--- config.mk ---
export PLATFORM = sky130hd
export DESIGN_NAME = mc_controller
export DESIGN_NICKNAME = d
export VERILOG_FILES = /design/src/rtl/mc_controller.sv
export SDC_FILE = /design/constraint.sdc
export NUM_CORES = 1
export LEC_CHECK = 0
export CORE_ASPECT_RATIO = 0.9
export CORE_MARGIN = 10
export CORE_UTILIZATION = 43
export CTS_CLUSTER_SIZE = 25
export DETAILED_ROUTE_END_ITERATION = 8
export GPL_TIMING_DRIVEN = 0
export PLACE_DENSITY_LB_ADDON = 0.1
export REMOVE_ABC_BUFFERS = 1
export SYNTH_ARGS = -nofsm -noshare
export SYNTH_HDL_FRONTEND = slang
export SYNTH_SLANG_ARGS = --single-unit
--- constraint.sdc ---
create_clock -name clk -period 2.6 [get_ports clk]
set_input_delay 0.78 -clock clk [delete_from_list [all_inputs] [get_ports clk]]
set_output_delay 0.78 -clock clk [all_outputs]
set_load 0.03 [all_outputs]
--- src/rtl/mc_controller.sv ---
// Multicycle RV32I control unit: sequences fetch/decode/execute/memory/writeback
// over a shared ALU and memory port, with memory-ready stalls and an illegal-op trap.
module mc_controller #(
    parameter logic [3:0] RESET_STATE = 4'd0
) (
    input  logic       clk,
    input  logic       reset,
    input  logic [6:0] op,
    input  logic [2:0] funct3,
    input  logic       funct7b5,
    input  logic       Zero,
    input  logic       MemReady,
    output logic       PCWrite,
    output logic       AdrSrc,
    output logic       MemWrite,
    output logic       IRWrite,
    output logic       RegWrite,
    output logic [1:0] ResultSrc,
    output logic [1:0] ALUSrcA,
    output logic [1:0] ALUSrcB,
    output logic [1:0] ImmSrc,
    output logic [2:0] ALUControl,
    output logic       Illegal,
    output logic [3:0] State
);

    typedef enum logic [3:0] {
        S_FETCH    = 4'd0,
        S_DECODE   = 4'd1,
        S_MEMADR   = 4'd2,
        S_MEMREAD  = 4'd3,
        S_MEMWB    = 4'd4,
        S_MEMWRITE = 4'd5,
        S_EXECUTER = 4'd6,
        S_EXECUTEI = 4'd7,
        S_ALUWB    = 4'd8,
        S_BEQ      = 4'd9,
        S_JAL      = 4'd10,
        S_TRAP     = 4'd15
    } state_t;

    localparam logic [6:0] OP_LW  = 7'b0000011;
    localparam logic [6:0] OP_SW  = 7'b0100011;
    localparam logic [6:0] OP_R   = 7'b0110011;
    localparam logic [6:0] OP_I   = 7'b0010011;
    localparam logic [6:0] OP_BEQ = 7'b1100011;
    localparam logic [6:0] OP_JAL = 7'b1101111;

    state_t     state_q, state_d;
    logic       illegal_q, illegal_d;
    logic       pc_write, mem_write, ir_write, reg_write;
    logic [2:0] func_alu;
    logic       func_ok;

    // ALU function for EXECUTER/EXECUTEI; only R-type honours funct7b5 for sub.
    always_comb begin
        func_alu = 3'b000;
        func_ok  = 1'b1;
        case (funct3)
            3'b000:  func_alu = (state_q == S_EXECUTER && funct7b5) ? 3'b001 : 3'b000;
            3'b010:  func_alu = 3'b101;
            3'b110:  func_alu = 3'b011;
            3'b111:  func_alu = 3'b010;
            default: func_ok  = 1'b0;
        endcase
    end

    always_comb begin
        state_d    = state_q;
        pc_write   = 1'b0;
        mem_write  = 1'b0;
        ir_write   = 1'b0;
        reg_write  = 1'b0;
        AdrSrc     = 1'b0;
        ResultSrc  = 2'b00;
        ALUSrcA    = 2'b00;
        ALUSrcB    = 2'b00;
        ImmSrc     = 2'b00;
        ALUControl = 3'b000;
        case (state_q)
            S_FETCH: begin
                ALUSrcB   = 2'b10;
                ResultSrc = 2'b10;
                ir_write  = MemReady;
                pc_write  = MemReady;
                if (MemReady) state_d = S_DECODE;
            end
            S_DECODE: begin
                ALUSrcA = 2'b01;
                ALUSrcB = 2'b01;
                case (op)
                    OP_LW:   begin ImmSrc = 2'b00; state_d = S_MEMADR; end
                    OP_SW:   begin ImmSrc = 2'b01; state_d = S_MEMADR; end
                    OP_R:    state_d = S_EXECUTER;
                    OP_I:    state_d = S_EXECUTEI;
                    OP_BEQ:  begin ImmSrc = 2'b10; state_d = (funct3 == 3'b000) ? S_BEQ : S_TRAP; end
                    OP_JAL:  begin ImmSrc = 2'b11; state_d = S_JAL; end
                    default: state_d = S_TRAP;
                endcase
            end
            S_MEMADR: begin
                ALUSrcA = 2'b10;
                ALUSrcB = 2'b01;
                ImmSrc  = (op == OP_SW) ? 2'b01 : 2'b00;
                state_d = (op == OP_SW) ? S_MEMWRITE : S_MEMREAD;
            end
            S_MEMREAD: begin
                AdrSrc = 1'b1;
                if (MemReady) state_d = S_MEMWB;
            end
            S_MEMWB: begin
                ResultSrc = 2'b01;
                reg_write = 1'b1;
                state_d   = S_FETCH;
            end
            S_MEMWRITE: begin
                AdrSrc    = 1'b1;
                mem_write = 1'b1;
                if (MemReady) state_d = S_FETCH;
            end
            S_EXECUTER: begin
                ALUSrcA    = 2'b10;
                ALUControl = func_alu;
                state_d    = func_ok ? S_ALUWB : S_TRAP;
            end
            S_EXECUTEI: begin
                ALUSrcA    = 2'b10;
                ALUSrcB    = 2'b01;
                ALUControl = func_alu;
                state_d    = func_ok ? S_ALUWB : S_TRAP;
            end
            S_ALUWB: begin
                reg_write = 1'b1;
                state_d   = S_FETCH;
            end
            S_BEQ: begin
                ALUSrcA    = 2'b10;
                ALUControl = 3'b001;
                ImmSrc     = 2'b10;
                pc_write   = Zero;
                state_d    = S_FETCH;
            end
            S_JAL: begin
                ALUSrcA  = 2'b01;
                ALUSrcB  = 2'b10;
                ImmSrc   = 2'b11;
                pc_write = 1'b1;
                state_d  = S_ALUWB;
            end
            S_TRAP:  state_d = S_TRAP;
            default: state_d = S_TRAP;
        endcase
    end

    assign illegal_d = illegal_q | (state_d == S_TRAP);

    always_ff @(posedge clk) begin
        if (reset) begin
            state_q   <= state_t'(RESET_STATE);
            illegal_q <= 1'b0;
        end else begin
            state_q   <= state_d;
            illegal_q <= illegal_d;
        end
    end

    // Architectural strobes are suppressed for as long as reset is held.
    assign PCWrite  = pc_write  & ~reset;
    assign MemWrite = mem_write & ~reset;
    assign IRWrite  = ir_write  & ~reset;
    assign RegWrite = reg_write & ~reset;
    assign Illegal  = illegal_q;
    assign State    = state_q;

endmodule

==> impl_metrics.toml, run 1 <==
[sta]
fin_crit_sh_pct = 99.1
skew_ns = 0.000458
max_freq_mhz = 388
timing.hold.ws_ns = 0.473
hold_viol = 0
setup_viol = 0
rsz0062_at_grt = "yes"
period_minus_slack_ns = 2.58
worst_pin_slew_ns = 0.445
drv_slew = 0
relSlewSlack_pct = 70.3

[synthesis]
synth_adder_area_share_pct = 0
syn_avg_cell_area_sq_um = 7.52
synth_area_leaders = "dfxtp_1, a21oi_1, nor2_1"
yosysUniqueCellTypes = 44
synth_simple_gate_area_share_pct = 42.8
synth_edf_count = 0
synth_compound_area_share_pct = 26.7
synthMuxAreaShare_pct = 3.06
yosysSeqAreaShare_pct = 13.6
syn_inst = 98
synth_top_area_share_pct = 13.6
synth_xor_area_share_pct = 4.75
ys.flop_type = "dfxtp_1"
synth.yosys.warnings = 0
syn-cell-area_sq_um = 737
yosysTopAreaCell = "dfxtp_1"
ys_seq_elements = 5
synth_top_family_by_area = "simple AND/OR/NAND/NOR gates"
async_flop_share_pct = 0
synthTopCellsByCount = "a21oi_1, nor2_1, nor3_1, dfxtp_1, o21ai_0"

[global_routing]
grt_pass1_vias = 873
gr-total-overflow = 0
grt_max_degree = 21
antenna_found_initial = 0
grt_first_pass_wirelength_um = 3950
grtUsageTotal_pct = 12.8

[die]
chipHeight_um = 59.3
die_w_um = 63.6
rows = 14
start_util_pct = 44.8
ioPinCount = 36
core_sq_mm = 0.00165
die-area_sq_mm = 0.00377

[run]
cap_viol_max_count = 0

[power_and_ir_drop]
total_power_uw = 1040
power_frac_clock_pct = 9.1
seqPwrFrac_pct = 22.3
pwr-share-comb_pct = 68.7
p_per_area_mw_per_mm2 = 937
p_int_uw = 480
peakVddDrop_v = 0.000754
swShare_pct = 54.0
p_sw_uw = 563
leakage_uw = 0.000487

[finish]
drive_above_1_share_pct = 32.3
area_growth_pct = 51.1
num_antenna_cells = 0
nets = 149
final_area_sq_mm = 0.00111
instances_no_fill = 157
fin_util_pct = 67.6

[routing]
postRouteAntennaNets = 0
wire_per_inst_um = 16.5
wl_um = 2600
dr.first_iter.drc_count = 28
drt-pass1-iter-count = 4
routed_via_density = 5.69
dr_total_vias = 894
post-route-drc-count = 0

[outcome]
status = "completed"

[clock_network]
cts_tree = "built"
clk_pin_slew_worst_paths_ns = 0.04
cts-root-buf = "clkbuf_4"
numCtsBuffers = 3
clk_latency_ns = 0.25
clock_sinks = 5
clock_path_buffers = 2
cts_max_level = 1
hold_buffers = 0

[place]
post-dp-hpwl_um = 1850
gp_congestion = 0.804
port_buffers = 35
dpl.cell_count = 150
placed_area_sq_mm = 0.00106

[worst_setup_path]
critPathMaxStageDelay_ns = 0.46
startpoint_type = "primary input"
critical-path-slowest-cell = "clkdlybuf4s50_1"
arrival_ns = 1.80
crit_chain = "clkdlybuf4s50_1 > a31oi_1 > o41ai_2 > buf_4"
crit_fanout = 1
cp-end-kind = "output port"
worstSetupPathType = "in -> out"
crit_required_ns = 1.82

[hold_path]
hp-class = "reg -> reg"
## logic make-up (layout without fill, tap and decap cells)
family          count (synthesis)  after routing
xor+xnor                        4              4
mux                             2              2
simple gates                   48             48
compound gates                 28             28
buf+inv                        11             46
flops                           5              5
## cells in the final DEF (no fill, tap or decap), types with 4 or more instances in the layout
cell,n
dlygate4sd2_1,6
a21oi_1,10
clkbuf_2,9
buf_4,7
nand2_1,4
clkdlybuf4s50_1,7
nor3_1,5
dlymetal6s2s_1,5
inv_1,4
nor2_1,11
dfxtp_4,4
## path summary, 6_finish.rpt
| check | from | end | slack (ns) | depth (start not counted) |
|---|---|---|---|---|
| max | funct7b5 | ALUControl[0] | 0.02 | 4 |
| min reg2reg | Illegal$_SDFF_PP0_ | Illegal$_SDFF_PP0_ | 0.47 | 2 |
| max reg2reg | State[2]$_SDFF_PP0_ | Illegal$_SDFF_PP0_ | 1.21 | 4 |
| min | Illegal$_SDFF_PP0_ | Illegal$_SDFF_PP0_ | 0.47 | 2 |
## flip-flops by register name (all words and copies together), names as in the netlist
signal   flops
State        4
Illegal      1
## power groups by stage
| stage | sequential (uW) | clock [uW] | combinational (uW) |
|---|---|---|---|
| 2_1_floorplan | 236 | 0 | 411 |
| 3_3_place_gp | 213 | 0 | 715 |
| 3_5_place_dp | 214 | 0 | 725 |
| 4_1_cts | 225 | 98.2 | 710 |
| 5_1_grt | 242 | 101 | 771 |
| 6_report | 232 | 94.5 | 717 |
## timing repair
| action | CTS | global route |
|---|---|---|
| gates resized for setup | 63 | 33 |
| pin swaps | 3 | 4 |
| buffers inserted | 1 | 2 |
| endpoints found under the setup margin | 19 | 11 |
| cloned | 0 | 0 |
## metal layers
metal	track usage [%]	routed length (um)
met1	13.6	1090
met2	22.1	1260
met3	5.10	180
met4	5.92	68
met5	0	0
## area by class of cell
type / instances / area, sq um
tap: 24 / 30.0
fill: 156 / 533
sequential: 5 / 115
inverter: 4 / 15.0
clock buffer: 4 / 26.3
multi-input combinational: 82 / 602
timing repair buffer: 38 / 325
## metrics by stage
step | TNS [ns] | worst slack (ns)
2_1_floorplan | -1.08 | -0.452
3_3_place_gp | -6.09 | -0.958
3_5_place_dp | -6.41 | -0.979
4_1_cts | -0.154 | -0.0989
5_1_grt | -0.0625 | -0.0570
6_report | 0 | 0.0222
## worst max-delay path: cells and delay by family
family | cells | cell delay [ns]
buffers and inverters | 2 | 0.68
AO/OA/AOI/OAI | 2 | 0.35
No activity file was read; power rests on OpenSTA's default activity.
==> inputs of run 2 (changes only) <==
MAX_ROUTING_LAYER = met4   (was unset)
==> run 2 against run 1 <==
  * Sequential power hardly changed
  * Combinational power hardly changed
  * Core utilization is 0.076 points higher
  * Count of clock-buffer cells in the layout stayed put
  * Hold slack stayed put
  * Final cell count stayed put
  * Die area stayed put
  * Global-route usage is 0.33 points higher
  * First-iteration DRC count stayed put
  * Sequential share of layout area hardly changed
  * Largest cell class unchanged
  * Highest routed layer unchanged
==> impl_metrics.toml, run 2 (same netlist as run 1, synthesis figures left out) <==
[outcome]
status = "completed"

[worst_setup_path]
arrival_ns = 1.80
cp-end-kind = "output port"
worst-path-buf-inv = 2
path_delay_family = "buffers and inverters"
critical_path_depth = 4
critical-path-slowest-cell = "clkdlybuf4s50_1"
startpoint_type = "primary input"
r2r_slack_ns = 1.21
crit_start = "funct7b5"
critPathMaxStageDelay_ns = 0.46
worstSetupPathType = "in -> out"
crit_required_ns = 1.82
crit_end = "ALUControl[0]"
crit_chain = "clkdlybuf4s50_1 > a31oi_1 > o41ai_2 > buf_4"
r2r_cells = 4
crit_fanout = 1
r2r_start = "State[2]$_SDFF_PP0_"
r2r_end = "Illegal$_SDFF_PP0_"

[clock_network]
clock_path_buffers = 2
cts_max_level = 1
clock_sinks = 5
cts-root-buf = "clkbuf_4"
clk_latency_ns = 0.25
hold_buffers = 0
numCtsBuffers = 3
cts_tree = "built"
clk_pin_slew_worst_paths_ns = 0.04

[routing]
post-route-drc-count = 0
wire_per_inst_um = 16.5
routed_via_density = 5.69
postRouteAntennaNets = 0
wl_um = 2600
dr_total_vias = 894
dr.first_iter.drc_count = 28
drt-pass1-iter-count = 4

[place]
placed_area_sq_mm = 0.00106
dpl.cell_count = 150
port_buffers = 35
gp_congestion = 0.816
post-dp-hpwl_um = 1850

[power_and_ir_drop]
p_per_area_mw_per_mm2 = 936
peakVddDrop_v = 0.000755
total_power_uw = 1040
leakage_uw = 0.000487

[finish]
area_growth_pct = 51.3
final_cell_mix = "nor2_1, a21oi_1, clkbuf_2"
instances_no_fill = 157
nets = 149
drive_above_1_share_pct = 32.3
final_area_sq_mm = 0.00111
num_antenna_cells = 0
largest_reg_flops = 4
layout_commonest_cell = "nor2_1"

[sta]
relSlewSlack_pct = 70.7
rsz0062_at_grt = "yes"
period_minus_slack_ns = 2.58
fin_crit_sh_pct = 99.1
drv_slew = 0
max_freq_mhz = 388
worst_pin_slew_ns = 0.440
hold_viol = 0
setup_viol = 0
skew_ns = 0.000458

[die]
die_w_um = 63.6
rows = 14
die-area_sq_mm = 0.00377
ioPinCount = 36
core_sq_mm = 0.00165
start_util_pct = 44.8
chipHeight_um = 59.3

[global_routing]
grt_max_degree = 21
gr-total-overflow = 0
grt_pass1_vias = 878
grtUsageTotal_pct = 13.1
antenna_found_initial = 0
grt_first_pass_wirelength_um = 3950

[run]
cap_viol_max_count = 0

[hold_path]
hold_path.startpoint = "Illegal$_SDFF_PP0_"
hp-class = "reg -> reg"
==> run 2: cell types whose count changed in the layout (fill, tap and decap cells not counted) <==
cell             change
clkdlybuf4s18_2      -1
clkdlybuf4s15_2      +1
==> run 2: area by class of cell <==
| class | count | area, sq um |
|---|---|---|
| clock buffer | 4 | 26.3 |
| fill | 157 | 532 |
| inverter | 4 | 15.0 |
| multi-input combinational | 82 | 602 |
| sequential | 5 | 115 |
| tap | 24 | 30.0 |
| timing repair buffer | 38 | 327 |
==> run 2: worst min-delay path, cell delays in order (launching register included) <==
cell      delay [ns]
dfxtp_1         0.32
nand2b_1        0.07
o31ai_2         0.05
==> run 2: how the worst min path moves through the flow <==
stage	to	slack, ns	cells past startpoint
floorplan	Illegal$_SDFF_PP0_	0.62	2
finish	Illegal$_SDFF_PP0_	0.47	2
global route	Illegal$_SDFF_PP0_	0.50	2
detailed placement	Illegal$_SDFF_PP0_	0.46	2
CTS	Illegal$_SDFF_PP0_	0.47	2
global placement	Illegal$_SDFF_PP0_	0.45	2
==> run 2: through the flow <==
stage | hold slack (ns) | utilization [%] | setup slack [ns] | TNS (ns)
global placement | 0.454 | 64.7 | -0.958 | -6.09
global route | 0.498 | 67.7 | -0.0570 | -0.0625
finish | 0.473 | 67.7 | 0.0222 | 0
floorplan | 0.619 | - | -0.452 | -1.08
CTS | 0.473 | 66.3 | -0.0989 | -0.154
detailed placement | 0.461 | 64.7 | -0.979 | -6.41
==> run 2: where the power goes <==
| part | internal, uW | switching [uW] |
|---|---|---|
| Clock | 58.3 | 36.2 |
| Sequential | 115 | 117 |
| Combinational | 307 | 410 |
==> run 2: per-layer routing <==
layer / track usage, % / up-vias / wire length [um]
met5: - / - / 0
met3: 3.59 / 6 / 115
li1: - / 438 / -
met2: 22.2 / 29 / 1260
met4: 5.92 / 0 / 68
met1: 14.2 / 421 / 1150
==> run 2: timing repair <==
item,CTS,global route
buffers inserted,1,2
pin swaps,3,4
endpoints found under the setup margin,19,10
resized for setup,63,32
cloned,0,0
==> inputs of run 3 (changes only) <==
ABC_CLOCK_PERIOD_IN_PS = 2600   (was unset)
CORE_ASPECT_RATIO = unset   (was 0.9)
==> run 3 against run 2 <==
  * The run now ends with negative setup slack left
  * Die area about the same
  * Critical endpoint is now ImmSrc[0]
  * Sequential cell count is the same
  * Register-to-register slack hardly changed
  * Count of clock-buffer cells in the layout stayed put
  * Core utilization is 3.6 points higher
  * Hold slack got worse by 0.0075 ns
==> impl_metrics.toml, run 3 (same netlist as run 1, synthesis figures left out) <==
[routing]
wl_um = 2500
dr_total_vias = 901
post-route-drc-count = 0
routed_via_density = 6.05
postRouteAntennaNets = 0
drt-pass1-iter-count = 4
wire_per_inst_um = 16.8
dr.first_iter.drc_count = 15

[sta]
rsz0062_at_grt = "yes"
hold_viol = 0
worst_pin_slew_ns = 0.426
setup_viol = 1
skew_ns = 0.00191
max_freq_mhz = 377
timing.hold.ws_ns = 0.465
drv_slew = 0
setup_ws_ns = -0.0551
relSlewSlack_pct = 71.6
fin_crit_sh_pct = 102
period_minus_slack_ns = 2.66

[clock_network]
clk_pin_slew_worst_paths_ns = 0.04
cts_max_level = 1
clock_sinks = 5
cts_tree = "built"
numCtsBuffers = 3
hold_buffers = 0
clk_latency_ns = 0.24
clock_path_buffers = 2
cts-root-buf = "clkbuf_4"

[outcome]
status = "complete, but fails checks"
violations = "negative setup slack"

[global_routing]
grt_first_pass_wirelength_um = 3920
antenna_found_initial = 0
grt_pass1_vias = 873
grtUsageTotal_pct = 13.6
grt_max_degree = 21
gr-total-overflow = 0

[run]
cap_viol_max_count = 0

[worst_setup_path]
worstSetupPathType = "in -> out"
crit_start = "op[1]"
r2r_start = "State[2]$_SDFF_PP0_"
crit_required_ns = 1.82
arrival_ns = 1.88
startpoint_type = "primary input"
cp-end-kind = "output port"
crit_fanout = 4

[place]
post-dp-hpwl_um = 1860
placed_area_sq_mm = 0.00105
dpl.cell_count = 142
gp_congestion = 0.783
port_buffers = 35

[finish]
nets = 149
area_growth_pct = 50.8
final_cell_mix = "a21oi_1, nor2_1, dlygate4sd2_1"
instances_no_fill = 149
fillers = 151
largest_reg_flops = 4
seq_area_sq_um = 115
num_antenna_cells = 0
multi_input_area_sq_um = 592
final_area_sq_mm = 0.00111
drive_above_1_share_pct = 26.3

[die]
die-area_sq_mm = 0.00377
core_sq_mm = 0.00156
rows = 14
chipHeight_um = 61.4
start_util_pct = 47.3
die_w_um = 61.4
ioPinCount = 36

[power_and_ir_drop]
peakVddDrop_v = 0.000873
leakage_uw = 0.000481
p_per_area_mw_per_mm2 = 939

[hold_path]
hold_path.startpoint = "Illegal$_SDFF_PP0_"
hp-class = "reg -> reg"
run 3: cell count changes in the layout (fill, tap and decap cells not counted), sizes merged:
cell,change
dlygate4sd2,+5
clkbuf,-6
buf,+1
clkdlybuf4s50,+2
dlymetal6s2s,-2
run 3: worst max-delay path, stage by stage:
cell	delay [ns]
dlygate4sd2_1	0.27
and4b_1	0.24
and2_4	0.17
o21ai_1	0.07
a21oi_1	0.17
buf_4	0.18
run 3: cell type report:
type / instances / area share [%]
Sequential cell: 5 / 10.4
Timing Repair Buffer: 38 / 30.9
Multi-Input combinational cell: 82 / 53.3
Clock buffer: 4 / 2.36
Inverter: 4 / 1.35
Tap cell: 16 / 1.80
run 3: routing by layer:
layer | up-vias | part of all wire [%] | track usage, %
li1 | 440 | - | -
met1 | 431 | 45 | 16.5
met2 | 30 | 49 | 22.3
met3 | 0 | 6.0 | 4.12
met4 | 0 | 0 | 1.91
met5 | - | 0 | -
run 3: what timing repair did:
action / in CTS / in global routing
gates resized for setup: 66 / 18
endpoints found under the setup margin: 18 / 10
cloned: 0 / 0
buffers inserted: 1 / 2
pin swaps: 4 / 3
run 3: path summary, 6_finish.rpt:
path,to,slack (ns),cells after the start
worst max-delay path,ImmSrc[0],-0.06,6
worst max register to register,Illegal$_SDFF_PP0_,1.21,4
worst min-delay path,Illegal$_SDFF_PP0_,0.47,2
worst min register to register,Illegal$_SDFF_PP0_,0.47,2
run 3: stage by stage:
stage,util [%],setup WS [ns],power (uW),TNS (ns)
after CTS,70.1,-0.0652,1050,-0.0652
after global routing,71.3,-0.0879,1110,-0.135
after global placement,67.7,-0.942,928,-6.06
final,71.3,-0.0551,1040,-0.0551
after detailed placement,67.7,-0.969,942,-6.37
after floorplan,-,-0.452,647,-1.08
run 3: power by group:
part	internal (uW)	switching, uW
Combinational	308	413
Clock	58.0	32.2
Sequential	115	117
Total	481	563
